--- config.mk ---
export PLATFORM = sky130hd
export DESIGN_NAME = instruction_memory_loader_flat
export DESIGN_NICKNAME = d
export VERILOG_FILES = /design/src/rtl/instruction_memory_loader_pkg.sv /design/src/rtl/instruction_memory_loader_if.sv /design/src/rtl/instruction_memory_loader_imem_array.sv /design/src/rtl/instruction_memory_loader.sv /design/src/flat_wrapper.sv
export SDC_FILE = /design/constraint.sdc
export NUM_CORES = 2
export LEC_CHECK = 0
export ABC_AREA = 0
export CORE_ASPECT_RATIO = 1.5
export CORE_MARGIN = 5
export CORE_UTILIZATION = 47
export DETAILED_ROUTE_END_ITERATION = 12
export PLACE_DENSITY = 0.73
export SETUP_SLACK_MARGIN = 0.15
export SYNTH_ARGS = -nofsm -noshare
export SYNTH_HDL_FRONTEND = slang
export SYNTH_HIERARCHICAL = 1
export SYNTH_SLANG_ARGS = --single-unit
--- constraint.sdc ---
create_clock -name clock -period 4.96 [get_ports clock]
set_clock_uncertainty 0.05 [all_clocks]
set_input_delay 0.992 -clock clock [delete_from_list [all_inputs] [get_ports clock]]
set_output_delay 0.992 -clock clock [all_outputs]
set_load 0.02 [all_outputs]
--- src/rtl/instruction_memory_loader_pkg.sv ---
`default_nettype none
// ============================================================================
// Module      : instruction_memory_loader_pkg
// Description : Shared types and default sizes for the instruction loader.
// Revision    : 1.0 - initial release
// ============================================================================
package instruction_memory_loader_pkg;

    localparam int DEFAULT_DEPTH  = 256;
    localparam int DEFAULT_ADDR_W = 8;
    localparam int DEFAULT_DATA_W = 8;

    // Word fed to the core whenever it must not execute program memory
    localparam logic [DEFAULT_DATA_W-1:0] HOLD_INSTR = 8'h00;

    typedef enum logic [1:0] {
        IDLE = 2'd0,
        LOAD = 2'd1,
        RUN  = 2'd2
    } loader_state_t;

endpackage
`default_nettype wire

--- src/rtl/instruction_memory_loader_if.sv ---
`default_nettype none
// ============================================================================
// Module      : instruction_memory_loader_if
// Description : Load-stream and fetch signals between host/core and loader.
// Revision    : 1.0 - initial release
// ============================================================================
interface instruction_memory_loader_if #(
    parameter int ADDR_W = 8,
    parameter int DATA_W = 8
);
    logic              load_start;
    logic              load_valid;
    logic              load_last;
    logic [DATA_W-1:0] load_data;
    logic              load_ready;
    logic [ADDR_W-1:0] read_address;
    logic [DATA_W-1:0] instruction;
    logic              running;
    logic [ADDR_W:0]   program_len;

    modport master (
        output load_start, load_valid, load_last, load_data, read_address,
        input  load_ready, instruction, running, program_len
    );

    modport slave (
        input  load_start, load_valid, load_last, load_data, read_address,
        output load_ready, instruction, running, program_len
    );
endinterface
`default_nettype wire

--- src/rtl/instruction_memory_loader_imem_array.sv ---
`default_nettype none
// ============================================================================
// Module      : imem_array
// Description : DEPTH x DATA_W storage, one synchronous write, one async read.
// Revision    : 1.0 - initial release
// ============================================================================
module imem_array #(
    parameter int DEPTH  = 256,
    parameter int ADDR_W = 8,
    parameter int DATA_W = 8
) (
    input  wire logic              clock,
    input  wire logic              we,
    input  wire logic [ADDR_W-1:0] waddr,
    input  wire logic [DATA_W-1:0] wdata,
    input  wire logic [ADDR_W-1:0] raddr,
    output      logic [DATA_W-1:0] rdata
);
    localparam int IDX_W = (DEPTH > 1) ? $clog2(DEPTH) : 1;

    // Contents survive reset so a reload only overwrites what it streams
    logic [DATA_W-1:0] r_mem [DEPTH];

    always_ff @(posedge clock) begin
        if (we) begin
            r_mem[waddr[IDX_W-1:0]] <= wdata;
        end
    end

    assign rdata = r_mem[raddr[IDX_W-1:0]];
endmodule
`default_nettype wire

--- src/rtl/instruction_memory_loader.sv ---
`default_nettype none
// ============================================================================
// Module      : instruction_memory_loader
// Description : Run-time program loader and zero-latency fetch port for the core.
// Revision    : 1.0 - initial release
// ============================================================================
module instruction_memory_loader
    import instruction_memory_loader_pkg::*;
#(
    parameter int DEPTH  = DEFAULT_DEPTH,
    parameter int ADDR_W = DEFAULT_ADDR_W,
    parameter int DATA_W = DEFAULT_DATA_W
) (
    input  wire logic                    clock,
    input  wire logic                    clear,
    instruction_memory_loader_if.slave   bus
);
    localparam logic [ADDR_W:0]   C_DEPTH    = (ADDR_W+1)'(DEPTH);
    localparam logic [ADDR_W-1:0] C_LAST_PTR = ADDR_W'(DEPTH - 1);

    loader_state_t     r_state;
    loader_state_t     w_next_state;
    logic [ADDR_W-1:0] r_wr_ptr;
    logic [ADDR_W:0]   r_count;
    logic              w_accept;
    logic              w_load_ready;
    logic              w_running;
    logic              w_in_range;
    logic [DATA_W-1:0] w_rdata;

    always_ff @(posedge clock or negedge clear) begin
        if (!clear) begin
            r_state  <= IDLE;
            r_wr_ptr <= '0;
            r_count  <= '0;
        end else begin
            r_state <= w_next_state;
            // load_start wins over a same-cycle byte in every state
            if (bus.load_start) begin
                r_wr_ptr <= '0;
                r_count  <= '0;
            end else if (w_accept) begin
                if (r_wr_ptr != C_LAST_PTR) r_wr_ptr <= r_wr_ptr + 1'b1;
                if (r_count != C_DEPTH)     r_count  <= r_count + 1'b1;
            end
        end
    end

    always_comb begin
        w_next_state = r_state;
        w_load_ready = 1'b0;
        w_running    = 1'b0;
        w_accept     = 1'b0;
        case (r_state)
            IDLE: begin
                if (bus.load_start) w_next_state = LOAD;
            end
            LOAD: begin
                w_load_ready = 1'b1;
                if (bus.load_start) begin
                    w_next_state = LOAD;
                end else if (bus.load_valid) begin
                    w_accept = 1'b1;
                    if (bus.load_last || (r_wr_ptr == C_LAST_PTR)) w_next_state = RUN;
                end
            end
            RUN: begin
                w_running = 1'b1;
                if (bus.load_start) w_next_state = LOAD;
            end
            default: w_next_state = IDLE;
        endcase
    end

    imem_array #(
        .DEPTH  (DEPTH),
        .ADDR_W (ADDR_W),
        .DATA_W (DATA_W)
    ) u_imem_array (
        .clock (clock),
        .we    (w_accept),
        .waddr (r_wr_ptr),
        .wdata (bus.load_data),
        .raddr (bus.read_address),
        .rdata (w_rdata)
    );

    assign w_in_range       = ({1'b0, bus.read_address} < C_DEPTH);
    assign bus.instruction  = (w_running && w_in_range) ? w_rdata : DATA_W'(HOLD_INSTR);
    assign bus.load_ready   = w_load_ready;
    assign bus.running      = w_running;
    assign bus.program_len  = r_count;
endmodule
`default_nettype wire

--- src/flat_wrapper.sv ---
// flat-port wrapper written by rule: the top's interface ports become plain ports
module instruction_memory_loader_flat import instruction_memory_loader_pkg::*;
#(
    parameter int DEPTH  = DEFAULT_DEPTH,
    parameter int ADDR_W = DEFAULT_ADDR_W,
    parameter int DATA_W = DEFAULT_DATA_W
)
  (clock, clear, bus_load_start, bus_load_valid, bus_load_last, bus_load_data, bus_read_address, bus_load_ready, bus_instruction, bus_running, bus_program_len);
  instruction_memory_loader_if #(.ADDR_W(ADDR_W), .DATA_W(DATA_W)) bus_i ();
  input  wire logic clock;
  input  wire logic clear;
  input wire logic [$bits(bus_i.load_start)-1:0] bus_load_start;
  input wire logic [$bits(bus_i.load_valid)-1:0] bus_load_valid;
  input wire logic [$bits(bus_i.load_last)-1:0] bus_load_last;
  input wire logic [$bits(bus_i.load_data)-1:0] bus_load_data;
  input wire logic [$bits(bus_i.read_address)-1:0] bus_read_address;
  output wire logic [$bits(bus_i.load_ready)-1:0] bus_load_ready;
  output wire logic [$bits(bus_i.instruction)-1:0] bus_instruction;
  output wire logic [$bits(bus_i.running)-1:0] bus_running;
  output wire logic [$bits(bus_i.program_len)-1:0] bus_program_len;
  assign bus_i.load_start = bus_load_start;
  assign bus_i.load_valid = bus_load_valid;
  assign bus_i.load_last = bus_load_last;
  assign bus_i.load_data = bus_load_data;
  assign bus_i.read_address = bus_read_address;
  assign bus_load_ready = bus_i.load_ready;
  assign bus_instruction = bus_i.instruction;
  assign bus_running = bus_i.running;
  assign bus_program_len = bus_i.program_len;
  instruction_memory_loader #(.DEPTH(DEPTH), .ADDR_W(ADDR_W), .DATA_W(DATA_W)) u_core (.clock(clock), .clear(clear), .bus(bus_i));
endmodule
**After elaboration in Yosys (flattened, before gate mapping)**

Memories as Yosys holds them, arrays and structs flattened.
Cells that the tools add are included.

- Muxes and demuxes: 19
- Bitwise logic cells: 0
- Shifts and indexed selects: 0
- Add/sub/neg operators: 2
- Eq/ne operators: 8
- $lt $le $gt $ge: 0
- Div/mod/pow operators: 0
- Reduce and logical (&&, ||, !) cells: 9
- $mul: 0

Operator list:

| operator | number |
|---|---|
| $mux 8 | 4 |
| $mux 9 | 3 |
| $add 9x1->9 const B | 1 |
| $ne 9x9->1 const B | 1 |
| $add 8x1->8 const B | 1 |
| $eq 8x8->1 const B | 1 |
| $mux 2 | 4 |
| $ne 8x8->1 const B | 1 |
| $mux 1 | 7 |
| $reduce_bool 2->1 | 3 |
| $pmux 2 s2 | 1 |
| $reduce_and 2->1 | 2 |
| $ne 3x2->1 const B | 1 |
| $ne 3x3->1 const B | 1 |
| $reduce_and 3->1 | 1 |
| $eq 2x1->1 const B | 1 |
| $eq 2x2->1 const B | 1 |
| $logic_not 2->1 | 1 |
| $ne 2x1->1 const B | 1 |
| $reduce_or 2->1 | 1 |
| $logic_or 1x1->1 | 1 |

- Bits in writable memories: 2048
- Output and inout port bits: 19
- Bits in latches: 0
- Memories: 1
- Memory bits (read-only): 0
- Logic and storage cells: 42
- Bits in registers: 19

Memories:

| memory | depth | width | rd ports | clocked after Yosys merged registers in | wr ports | line | source |
|---|---|---|---|---|---|---|---|
| u_core.u_imem_array.r_mem | 256 | 8 | 1 | 0 | 1 | instruction_memory_loader_imem_array.sv:22 | `logic [DATA_W-1:0] r_mem [DEPTH];` |

**Logic depth before layout (Yosys ltp)**

- Depth in word-level cells: 6
- Gate-level depth with buffers: 12
- Mapped depth without buffers: 7

**By module**

The synthesis kept the hierarchy.

Modules (own cells, without submodules):

| module | seq. area each (um2) | area each (um2) | cells an instance | times used |
|---|---|---|---|---|
| imem_array | 61499.0 | 79396.1 | 3725 | 1 |
| instruction_memory_loader | 475.5 | 1101.1 | 113 | 1 |

**Worst setup path after synthesis**

No wires, ideal clock.

- Kind: input to output
- Start: in bus_read_address[0]
- End: out bus_instruction[2]
- Stages: 10
- Path slack: 0.910 ns
- Arrival time: 3.008 ns
- Required time: 3.918 ns
- Cells stage by stage: buf_6 buf_12 buf_8 buf_2 mux4_2 a22oi_1 a21oi_1 nor4_1 nor4_2 and2_1

- Longest elaborated chain between the ends: 2

RTL lines:

| what | line | source |
|---|---|---|
| start, declared | flat_wrapper.sv:16 | `input wire logic [$bits(bus_i.read_address)-1:0] bus_read_address;` |
| $mem_v2 256x8 | -- |  |
| named net u_core.w_rdata[2] | instruction_memory_loader.sv:29 | `logic [DATA_W-1:0] w_rdata;` |
| $mux 8 | instruction_memory_loader.sv:89 | `assign bus.instruction = (w_running && w_in_range) ? w_rdata : DATA_W'(HOLD_INSTR);` |
| end, declared | flat_wrapper.sv:18 | `output wire logic [$bits(bus_i.instruction)-1:0] bus_instruction;` |

The timed path passes the listed nets, and every way through them passes these cells.

**Worst setup path in the final report**

- Start: in bus_read_address[0]
- End: out bus_instruction[4]

The elaborated chain is that of the path after synthesis.

==> metrics <==
weighted congestion reported at the end of routability-driven placement=approximately 0.90; fraction of registers with async set/reset=less than 1%; critical path data required time=between 3 and 4 ns; Worst R2R Path Depth=4; clock tree sinks=roughly 2,100; flops & latches, synth=about 2,100; CP Data Arrival Time=3.78 ns; DR vias/cell=6.20; post-synthesis average cell area=roughly 21 um2; HP Class=reg2reg; routed length per instance=between 20 and 30 um; number of hold buffers added after CTS=0; Max Fclk=just over 200 MHz; worst reg2reg path endpoint=u_core/u_imem_array/r_mem[42][0]; largest driver fanout on the critical path=7; number of antenna violations at the first check in global routing=4; clock latency of the later-clocked register in the worst-skew pair=~0.83 ns; horizontal die dimension=348 um; vias in the first global route=between 40,000 and 50,000; Clock Pin Slew Worst Setup and Hold Paths=roughly 0.060 ns; instance count of the mapped netlist=between 3,000 and 4,000; number of synthesized flops with an enable pin=around 2,000; outcome=finished, final reports clean; library cell with the largest summed area after synthesis=edfxtp_1; final hold vios=0; Placed Instance Area=slightly below 90,000 um2; number of buffer cells added on primary ports=39; most instantiated flip-flop cell in the synthesis netlist=edfxtp_1; WHS Path Cells=2; Row Count=between 150 and 200; YS warnings=6; area share of the leading cell type in the synthesized netlist=about three quarters; initial core utilization=a little under half; Post-synth top cells=2,048 x edfxtp_1, 454 x mux4_2, 294 x nor2_1; final setup fails=0; global routing usage summed across all routing layers=~22%; Final HPWL DP=roughly 130,000 um; Post-Route Hold Slack=0.553 ns; Die Area=180,000 um2; remaining antenna violation count after routing=0; height of the die=just over 500 um; Core Util, Final=54.6%; most numerous cell in the Yosys netlist=edfxtp_1; Hold Path Sink=u_core/bus.program_len[7]; Iter 0 DRT Violations=around 5,000; remaining global-route overflow=0; top area cells in the synthesized netlist=edfxtp_1 76%, mux4_2 13%, mux2i_1 1.7%; minimum clock period after layout=just under 5 ns; number of nets in the final layout=between 4,000 and 5,000; Core ar.=171,000 um2; R2R Path Start=u_core/r_wr_ptr[3]; CTS Buffer Depth=3; area growth from synthesis to final layout=15.9%; max-slew violation count=0; DRC errors left=0; master cell of the clock root buffer=clkbuf_16; count of maximum capacitance violations=0; Worst Path Class, Setup=in2out; fin crit share=between 90% and 100%; setup slack of the most critical reg-to-reg path=between 1 and 1.5 ns; fill cell instance count of the final layout=approximately 12,000; TritonCTS clock tree=done; maximum number of pins on one net before global-route repair=150; proportion of synthesized chip area in sequential cells=between 70% and 80%; DR pass1 iterations=6; transition time at the pin with the least slew margin=around 1.2 ns; overall power of the completed layout=~35 mW; launching element type of the critical path=input pin; worst relative slew slack=approximately 18%; total wirelength of the detailed-routed design=between 150,000 and 200,000 um; sort of element at the end of the critical path=primary output; Max IR drop VDD=0.372 mV; total leakage power=between 20 and 30 nW; final instance area=around 93,000 um2; number of levels in the clock H-tree=4; fraction of final layout cells with drive strength greater than 1=29.7%; setup repair after global routing missed its margin=yes; count of pins on the block boundary=40; wire length of the first global-routing pass=~290,000 um; post-synthesis instance area=between 80,000 and 90,000 um2; vias post-DR=between 40,000 and 50,000; total nets after synthesis=3,862; Hold Crit Start=u_core/bus.program_len[7]; TritonCTS Buffers=around 180; power density over cell area=374 nW/um2; number of distinct library cell variants in the gate-level netlist after synthesis=70
flip-flops by register name, summed over array words and instances, names as in the netlist:
signal,count
u_core/bus.program_len,9
u_core/r_wr_ptr,8
u_core/r_state,2
u_core/u_imem_array/r_mem,2048
critical path: stages:
cell and delay (ns):
buf_16 0.14, buf_12 0.16, buf_4 0.17, mux4_2 0.37, mux4_2 0.29, nor2_2 0.05, a2111oi_2 0.37, buf_4 0.19
nor3_1 0.04, buf_4 0.16, nor4_2 0.32, and2_4 0.24, clkdlybuf4s15_2 0.27
worst max path at each step:
stage,start,to,slack [ns],cells past startpoint
floorplan,bus_read_address[0],bus_instruction[2],0.91,10
global placement,bus_read_address[0],bus_instruction[1],-0.70,11
detailed placement,bus_read_address[0],bus_instruction[1],-0.71,11
CTS,bus_read_address[0],bus_instruction[7],0.11,11
global route,bus_read_address[0],bus_instruction[4],0.11,13
finish,bus_read_address[0],bus_instruction[4],0.13,13
metal layers:
| metal | track usage [%] | wire [um] | vias to the layer above |
|---|---|---|---|
| met5 | 0 | 0 | - |
| met4 | 11.6 | 11900 | 0 |
| met3 | 3.78 | 15100 | 534 |
| met2 | 38.1 | 103000 | 2221 |
| met1 | 26.8 | 69500 | 21800 |
| li1 | - | - | 17000 |
cells in the final DEF, fill, tap and decap left out, types with 37 or more instances in the layout:
cell and n:
mux4_2 454, o221ai_1 39, a21oi_1 93, nor2_1 287, clkbuf_1 37, nand3_1 38, a22oi_1 127, buf_12 74
buf_4 385, edfxtp_1 2048, clkbuf_16 180, clkinv_2 38, mux2i_1 135
cell families (layout without fill, tap and decap cells):
logic type	count (synthesis)	in the layout	synth area share [%]
AOI/OAI and AO/OA	404	404	3.56
xor gates and xnor gates	9	9	0.0979
adders and majority gates	3	3	0.0466
buffers and inverters	244	854	1.85
DFF	2067	2067	77.0
muxes	593	593	14.5
other	0	7	0
and+or+nand+nor	518	518	2.98
power by group:
group	total (mW)	switching (mW)	leakage (nW)	internal, mW
combinational	2.04	1.17	8.05	0.870
sequential	19.2	0.00983	18.7	19.2
clock	13.6	6.22	2.77	7.40
metrics by stage:
stage | setup TNS, ns | setup WS (ns) | std cells
detailed placement | -4.06 | -0.710 | 6349
floorplan | 0 | 0.910 | 3838
global route | 0 | 0.113 | 6705
finish | 0 | 0.134 | 6711
global placement | -3.87 | -0.696 | 6349
CTS | 0 | 0.111 | 6693
final cells by class:
type | count | area (um2) | area share (%)
timing repair buffer | 516 | 5140 | 5.51
antenna | 7 | 17.5 | 0.0188
clock buffer | 215 | 4590 | 4.92
multi-input combinational | 1527 | 17600 | 18.9
clock inverter | 115 | 1110 | 1.19
sequential | 2067 | 62000 | 66.4
inverter | 8 | 31.3 | 0.0335
tap | 2256 | 2820 | 3.02
timing repair:
item,in CTS,in global routing
buffers inserted,12,9
gates cloned,2,2
resized for setup,93,65
endpoints found under the hold margin,0,0
pin swaps,14,11
endpoints found under the setup margin,8,7
Note: power is estimated with default switching activity, not from simulation.
